==> src/rtl/switch_pkg.sv <==
// Shared constants and types for the switch debounce stage.
package switch_pkg;

  // 10 ms at 25 MHz
  localparam int unsigned DEBOUNCE_STABLE_CYCLES = 250000;

  // Short interval so that benches finish quickly
  localparam int unsigned SIM_STABLE_CYCLES = 4;

  // Per-channel debounce state. The state is implied by comparing the
  // synchronised input with the held level; it is not stored separately.
  typedef enum logic {
    ST_IDLE     = 1'b0,
    ST_COUNTING = 1'b1
  } debounce_state_e;

  // Counter width. It must hold values up to STABLE_CYCLES-1, which
  // $clog2(STABLE_CYCLES) covers. The result is clamped to at least one bit.
  function automatic int unsigned cnt_width(input int unsigned stable_cycles);
    int unsigned w;
    w = $clog2(stable_cycles);
    if (w < 1) begin
      w = 1;
    end
    return w;
  endfunction

endpackage : switch_pkg

==> src/rtl/switch_debounce_chan.sv <==
// One debounce channel: a two-flop synchroniser, a stability counter,
// the held (clean) level, and registered rise/fall pulses.
module switch_debounce_chan
  import switch_pkg::*;
#(
  parameter int unsigned STABLE_CYCLES = DEBOUNCE_STABLE_CYCLES
) (
  input  logic clk,
  input  logic rst,
  input  logic sw_raw,
  output logic sw_out,
  output logic sw_rise,
  output logic sw_fall
);

  localparam int unsigned      CNT_W = cnt_width(STABLE_CYCLES);
  localparam logic [CNT_W-1:0] TERM  = CNT_W'(STABLE_CYCLES - 1);

  logic             r_sync1;
  logic             r_sync2;
  logic [CNT_W-1:0] r_cnt;
  logic             r_level;
  logic             r_rise;
  logic             r_fall;

  debounce_state_e  w_state;
  logic [CNT_W-1:0] w_cnt_nxt;
  logic             w_level_nxt;
  logic             w_rise_nxt;
  logic             w_fall_nxt;

  // Two-flop synchroniser with no logic between the stages
  always_ff @(posedge clk or posedge rst) begin
    if (rst) begin
      r_sync1 <= 1'b0;
      r_sync2 <= 1'b0;
    end else begin
      r_sync1 <= sw_raw;
      r_sync2 <= r_sync1;
    end
  end

  // Debounce state register: counter, held level and pulse outputs
  always_ff @(posedge clk or posedge rst) begin
    if (rst) begin
      r_cnt   <= '0;
      r_level <= 1'b0;
      r_rise  <= 1'b0;
      r_fall  <= 1'b0;
    end else begin
      r_cnt   <= w_cnt_nxt;
      r_level <= w_level_nxt;
      r_rise  <= w_rise_nxt;
      r_fall  <= w_fall_nxt;
    end
  end

  // Next-state logic. The counter clears as soon as the input agrees with
  // the held level again, which rejects bounces. The held level is updated
  // only when the counter reaches terminal count.
  always_comb begin
    w_state     = (r_sync2 != r_level) ? ST_COUNTING : ST_IDLE;
    w_cnt_nxt   = '0;
    w_level_nxt = r_level;
    w_rise_nxt  = 1'b0;
    w_fall_nxt  = 1'b0;
    unique case (w_state)
      ST_IDLE: begin
        w_cnt_nxt = '0;
      end
      ST_COUNTING: begin
        if (r_cnt == TERM) begin
          w_cnt_nxt   = '0;
          w_level_nxt = r_sync2;
          w_rise_nxt  = r_sync2;
          w_fall_nxt  = ~r_sync2;
        end else begin
          w_cnt_nxt = r_cnt + CNT_W'(1);
        end
      end
      default: begin
        w_cnt_nxt = '0;
      end
    endcase
  end

  assign sw_out  = r_level;
  assign sw_rise = r_rise;
  assign sw_fall = r_fall;

endmodule : switch_debounce_chan

==> src/rtl/switch_debounce.sv <==
// Debounces NUM_SW raw switch inputs into clean levels and edge pulses.
// Every channel is fully independent of the others.
module switch_debounce
  import switch_pkg::*;
#(
  parameter int unsigned NUM_SW        = 2,
  parameter int unsigned STABLE_CYCLES = DEBOUNCE_STABLE_CYCLES
) (
  input  logic              clk,
  input  logic              rst,
  input  logic [NUM_SW-1:0] sw_raw,
  output logic [NUM_SW-1:0] sw_out,
  output logic [NUM_SW-1:0] sw_rise,
  output logic [NUM_SW-1:0] sw_fall
);

  // One debounce channel per switch
  for (genvar g = 0; g < NUM_SW; g++) begin : g_chan
    switch_debounce_chan #(
      .STABLE_CYCLES(STABLE_CYCLES)
    ) u_chan (
      .clk    (clk),
      .rst    (rst),
      .sw_raw (sw_raw[g]),
      .sw_out (sw_out[g]),
      .sw_rise(sw_rise[g]),
      .sw_fall(sw_fall[g])
    );
  end

endmodule : switch_debounce

==> config.mk <==
export PLATFORM = sky130hd
export DESIGN_NAME = switch_debounce
export DESIGN_NICKNAME = d
export VERILOG_FILES = /design/src/rtl/switch_pkg.sv /design/src/rtl/switch_debounce_chan.sv /design/src/rtl/switch_debounce.sv
export SDC_FILE = /design/constraint.sdc
export NUM_CORES = 1
export LEC_CHECK = 0
export CORE_ASPECT_RATIO = 0.8
export CORE_MARGIN = 2
export CORE_UTILIZATION = 40
export CTS_CLUSTER_DIAMETER = 60
export CTS_CLUSTER_SIZE = 16
export DETAILED_ROUTE_END_ITERATION = 12
export PLACE_DENSITY = 0.59
export SLEW_MARGIN = 20
export SYNTH_ARGS = -nofsm -noshare
export SYNTH_HDL_FRONTEND = slang
export SYNTH_SLANG_ARGS = --single-unit
export TNS_END_PERCENT = 10
==> constraint.sdc <==
create_clock -name clk -period 2.1 [get_ports clk]
set_clock_uncertainty 0.1 [all_clocks]
set_input_delay 0.42 -clock clk [delete_from_list [all_inputs] [get_ports clk]]
set_output_delay 0.42 -clock clk [all_outputs]
set_load 0.01 [all_outputs]
==> results_dict.tcl, run 1 <==
set metrics [dict create \
    status "completed" \
    synth_area_leaders "dfrtp_1, xnor2_1, nor2_1, xor2_1, nor4_1" \
    setup-violations-final 0 \
    power.total_mw 1.59 \
    fillerInstances 510 \
    hold_slack_ps 266 \
    syn_nets 219 \
    path_clk_slew_ps 80 \
    rsz0062_at_grt "false" \
    drc 0 \
    drive_gt1_frac 0.115 \
    synth_warnings 0 \
    globalplace.congestion 0.791 \
    gr-usage-all-layers 0.142 \
    drtPass1Iterations 4 \
    antenna_found_initial 0 \
    path_class "flip-flop to flip-flop" \
    vias 1483 \
    relSlewSlack 0.738 \
    portBuffers 9 \
    die_area_sq_um 6090 \
    synth-edff-count 0 \
    grt_pass1_vias 1359 \
    syn_inst 213 \
    clkPwrFrac 0.389 \
    hp-start "g_chan[1].u_chan.r_sync1$_DFF_PP0_" \
    diodes 0 \
    synthTopCellsByCount "dfrtp_1, nor2_1, xnor2_1" \
    p_comb_frac 0.039 \
    clockBufferDepth 2 \
    r2r-end "g_chan[1].u_chan.r_cnt[16]$_DFF_PP0_" \
    synthArstFlopShare 1.00 \
    cts_resized 0 \
    drv_slew 0 \
    ys_seq_area_frac 0.526 \
    startpoint_type "flip-flop" \
    clk_latency_ps 300 \
    wl_microns 3920 \
    yosys.cell_count.top_type "dfrtp_1" \
    yosysTopAreaCell "dfrtp_1" \
    synth_top_area_frac 0.526 \
    required_ps 2230 \
    grt_max_degree 47 \
    dpl.hpwl_microns 2640 \
    syn2layout_area_growth_pct 12.5 \
    pin_count 10 \
    min_path_type "flip-flop to flip-flop" \
    rr_worst_depth 6 \
    synth_ff_type "dfrtp_1" \
    ant_nets 0 \
    register_area_sq_um 1150 \
    wl_per_cell_microns 13.5 \
    r2r-start "g_chan[1].u_chan.r_cnt[0]$_DFF_PP0_" \
    core_region_area_sq_um 5380 \
    finalCritPeriodShare 0.911 \
    swShare 0.212 \
    hold-path-endpoint "g_chan[1].u_chan.r_sync2$_DFF_PP0_" \
    grt_overflow 0 \
    synth-seq-cells 46 \
    hold_buffers 0 \
    multi_input_area_sq_um 940 \
    place_ws_ps 218 \
    die_y_microns 70.2 \
    end_kind "flip-flop" \
    power_switching_uw 338 \
    finalCriticalPeriod_ps 1910 \
    synth.cell_area_sq_um 2190 \
    tns_ps 0 \
    fmax_ghz 0.523 \
    p_int_mw 1.25 \
    grt_pass1_wl_microns 6780 \
    peakVddDrop_uv 217 \
    setup_ws_ps 188 \
    powerDensity_nw_per_um2 646 \
    numCtsBuffers 5 \
    rows 24 \
    crit_fanout 7 \
    r2r_slack_ps 190 \
    vias_per_cell 5.10 \
    hold-path-cell-count 0 \
    p_seq_frac 0.572 \
    cts_root_buffer "clkbuf_8" \
    hold_viol_final 0 \
    synth_area_per_cell_sq_um 10.3 \
    h-tree-depth 2 \
    tritoncts "built" \
    die_width_microns 86.7 \
    tightestPinTransition_ps 390 \
    clock-sinks 46 \
    drv_cap 0 \
    nNetsFinal 231 \
    ys_types 37 \
    start_util 0.407 \
    postCtsSetupBuffers 0 \
    drt_iter0_drc 52 \
    leakage_nw 0.983 \
    arrival_ps 2040 \
]
-- routing by layer --
layer | up-vias | GRT usage | wire length [microns]
met2 | 21 | 0.171 | 1440
li1 | 760 | - | -
met3 | 5 | 0.0284 | 116
met1 | 697 | 0.238 | 2300
met4 | 0 | 0.0573 | 61
met5 | - | 0 | 0
-- cell type report --
type | instances | share of cell area
clock buffer | 8 | 0.0447
timing repair buffer | 15 | 0.0599
multi-input combinational | 148 | 0.381
tap | 65 | 0.0330
sequential | 46 | 0.467
inverter | 9 | 0.0137
-- worst max-delay path by stage --
stage / startpoint / to / slack [ps] / cells past startpoint
floorplan: g_chan[1].u_chan.r_cnt[0]$_DFF_PP0_ / g_chan[1].u_chan.r_cnt[16]$_DFF_PP0_ / 320 / 5
global placement: g_chan[1].u_chan.r_cnt[0]$_DFF_PP0_ / g_chan[1].u_chan.r_cnt[16]$_DFF_PP0_ / 210 / 6
detailed placement: g_chan[0].u_chan.r_cnt[5]$_DFF_PP0_ / g_chan[0].u_chan.r_cnt[15]$_DFF_PP0_ / 220 / 4
CTS: g_chan[1].u_chan.r_cnt[0]$_DFF_PP0_ / g_chan[1].u_chan.r_cnt[16]$_DFF_PP0_ / 210 / 6
global route: g_chan[1].u_chan.r_cnt[0]$_DFF_PP0_ / g_chan[1].u_chan.r_cnt[16]$_DFF_PP0_ / 30 / 6
finish: g_chan[1].u_chan.r_cnt[0]$_DFF_PP0_ / g_chan[1].u_chan.r_cnt[16]$_DFF_PP0_ / 190 / 6
-- sequential cells by signal, indices dropped and copies added (netlist names) --
register               cells
g_chan.u_chan.r_cnt       36
g_chan.u_chan.r_sync1      2
g_chan.u_chan.r_sync2      2
g_chan.u_chan.sw_fall      2
g_chan.u_chan.sw_out       2
g_chan.u_chan.sw_rise      2
-- critical path, stage by stage, from the launching register on --
cell and delay [ps]:
dfrtp_1 420, ha_1 240, nand4_1 300, nor4_1 360, buf_4 170, nand4_1 90
a21oi_1 150
-- layout by cell type, fill, tap and decap left out, types with 2 or more instances in the layout --
cell type and count:
clkdlybuf4s50_1 9, ha_1 2, a21oi_1 5, o21ai_0 4, or3_1 2, nor3_1 4
nor3b_1 4, and3_1 5, dfrtp_1 46, xor2_1 8, nand2_1 9, nand4_1 9
nor4_1 11, xnor2_1 20, inv_1 8, and4_1 2, mux2_2 2, nor2_1 33
or2_2 2, buf_4 5, nand3_1 11, clkbuf_8 8
-- metrics by stage --
stage / cells / area (sq um) / util
floorplan: 213 / 2190 / -
global placement: 283 / 2350 / 0.438
detailed placement: 283 / 2350 / 0.438
CTS: 291 / 2460 / 0.458
global route: 291 / 2460 / 0.458
finish: 291 / 2460 / 0.458
-- power groups by stage --
| stage | combinational (mW) | sequential, mW | clock (mW) |
|---|---|---|---|
| floorplan | 0.0362 | 0.925 | 0 |
| finish | 0.0615 | 0.911 | 0.620 |
| global route | 0.0710 | 0.913 | 0.666 |
| CTS | 0.0638 | 0.911 | 0.646 |
| detailed placement | 0.0629 | 0.928 | 0 |
| global placement | 0.0638 | 0.929 | 0 |
-- cells by family after synthesis --
family | after synthesis | synth area share
AND/OR/NAND/NOR | 102 | 0.257
multiplexers | 2 | 0.0103
AO/OA/AOI/OAI | 14 | 0.0383
XOR/XNOR | 28 | 0.112
flip-flops | 46 | 0.526
buffers and inverters | 19 | 0.0451
adder cells (fa/ha/maj) | 2 | 0.0114
Power figures use the tool's default switching activity.
==> run 2, diff against run 1 <==
--- a/config.mk
+++ b/config.mk
@@ -11,6 +11,7 @@
 export CTS_CLUSTER_DIAMETER = 60
 export CTS_CLUSTER_SIZE = 16
 export DETAILED_ROUTE_END_ITERATION = 12
+export MAX_ROUTING_LAYER = met4
 export PLACE_DENSITY = 0.59
 export SLEW_MARGIN = 20
 export SYNTH_ARGS = -nofsm -noshare
==> results_dict.tcl, run 2 (synthesized netlist as in run 1, its figures left out) <==
set metrics [dict create \
    status "completed" \
    required_ps 2230 \
    tns_ps 0 \
    min_path_type "flip-flop to flip-flop" \
    final_cell_mix "dfrtp_1, nor2_1, xnor2_1" \
    end_kind "flip-flop" \
    start_util 0.407 \
    hold_viol_final 0 \
    grt_overflow 0 \
    crit_fanout 7 \
    path_class "flip-flop to flip-flop" \
    drc 0 \
    grt.met2_usage 0.172 \
    grt_pass1_wl_microns 6780 \
    portBuffers 9 \
    finalCriticalPeriod_ps 1910 \
    ant_nets 0 \
    gr-usage-all-layers 0.146 \
    rows 24 \
    path_clk_slew_ps 80 \
    arrival_ps 2040 \
    clockBufferDepth 2 \
    die_area_sq_um 6090 \
    wl_microns 3900 \
    multi_input_area_sq_um 940 \
    wl_per_cell_microns 13.4 \
    rsz0062_at_grt "false" \
    postCtsSetupBuffers 0 \
    leakage_nw 0.983 \
    drt_iter0_drc 59 \
    powerDensity_nw_per_um2 647 \
    numCtsBuffers 5 \
    drtPass1Iterations 4 \
    startpoint_type "flip-flop" \
    pin_count 10 \
    grt-busiest-layer "met1" \
    clock-sinks 46 \
    fmax_ghz 0.524 \
    hold_buffers 0 \
    grtUsageMet3 0.0284 \
    vias 1482 \
    drv_slew 0 \
    grt_use_met1 0.237 \
    antenna_found_initial 0 \
    vias_per_cell 5.09 \
    drv_cap 0 \
    relSlewSlack 0.737 \
    diodes 0 \
    h-tree-depth 2 \
    final_common_cell "dfrtp_1" \
    die_width_microns 86.7 \
    power.total_mw 1.59 \
    fillerInstances 510 \
    peakVddDrop_uv 217 \
    cts_resized 0 \
    drive_gt1_frac 0.115 \
    clk_latency_ps 300 \
    tightestPinTransition_ps 391 \
    grt_pass1_vias 1361 \
    dpl.hpwl_microns 2640 \
    largest_reg_flops 36 \
    regMostFlops "g_chan.u_chan.r_cnt" \
    globalplace.congestion 0.803 \
    tritoncts "built" \
    core_region_area_sq_um 5380 \
    finalCritPeriodShare 0.909 \
    cts_root_buffer "clkbuf_8" \
    register_area_sq_um 1150 \
    setup-violations-final 0 \
    syn2layout_area_growth_pct 12.5 \
    nNetsFinal 231 \
    grt_max_degree 47 \
    die_y_microns 70.2 \
]
[run 2: stage by stage]
step                      instances  cell area [sq um]  setup slack, ps  hold slack, ps  utilization
final                           291               2460              191             265        0.458
after floorplan                 213               2190              323             231            -
after global routing            291               2460             29.9             281        0.458
after global placement          283               2350              206             257        0.438
after detailed placement        283               2350              218             240        0.438
after CTS                       291               2460              208             268        0.458
[run 2: path summary, 6_finish.rpt]
check | cells after the start | to | from | slack [ps]
setup / recovery | 6 | g_chan[1].u_chan.r_cnt[16]$_DFF_PP0_ | g_chan[1].u_chan.r_cnt[0]$_DFF_PP0_ | 190
hold / removal | 0 | g_chan[1].u_chan.r_sync2$_DFF_PP0_ | g_chan[1].u_chan.r_sync1$_DFF_PP0_ | 260
setup reg to reg | 6 | g_chan[1].u_chan.r_cnt[16]$_DFF_PP0_ | g_chan[1].u_chan.r_cnt[0]$_DFF_PP0_ | 190
hold reg to reg | 0 | g_chan[1].u_chan.r_sync2$_DFF_PP0_ | g_chan[1].u_chan.r_sync1$_DFF_PP0_ | 260
max in group asynchronous | 3 | g_chan[1].u_chan.r_cnt[17]$_DFF_PP0_ | rst | 1310
min in group asynchronous | 3 | g_chan[0].u_chan.r_cnt[12]$_DFF_PP0_ | rst | 370
[run 2: area by class of cell]
type	count	share of cell area
clock buffer	8	0.0447
inverter	9	0.0137
multi-input combinational	148	0.381
sequential	46	0.467
tap	65	0.0330
timing repair buffer	15	0.0599
[run 2: report_power, final]
group	switching (mW)	internal [mW]
combinational	0.0375	0.0239
clock	0.288	0.332
sequential	0.0130	0.898
total	0.339	1.25
[run 2: per-layer routing]
layer	up-vias	routed length [microns]
met1	697	2280
met3	5	114
met5	-	0
met4	0	52
li1	758	-
met2	22	1450
[run 2: critical path: stages (launching register included)]
cell     delay [ps]
dfrtp_1         420
ha_1            240
nand4_1         300
nor4_1          360
buf_4           170
nand4_1          90
a21oi_1         150
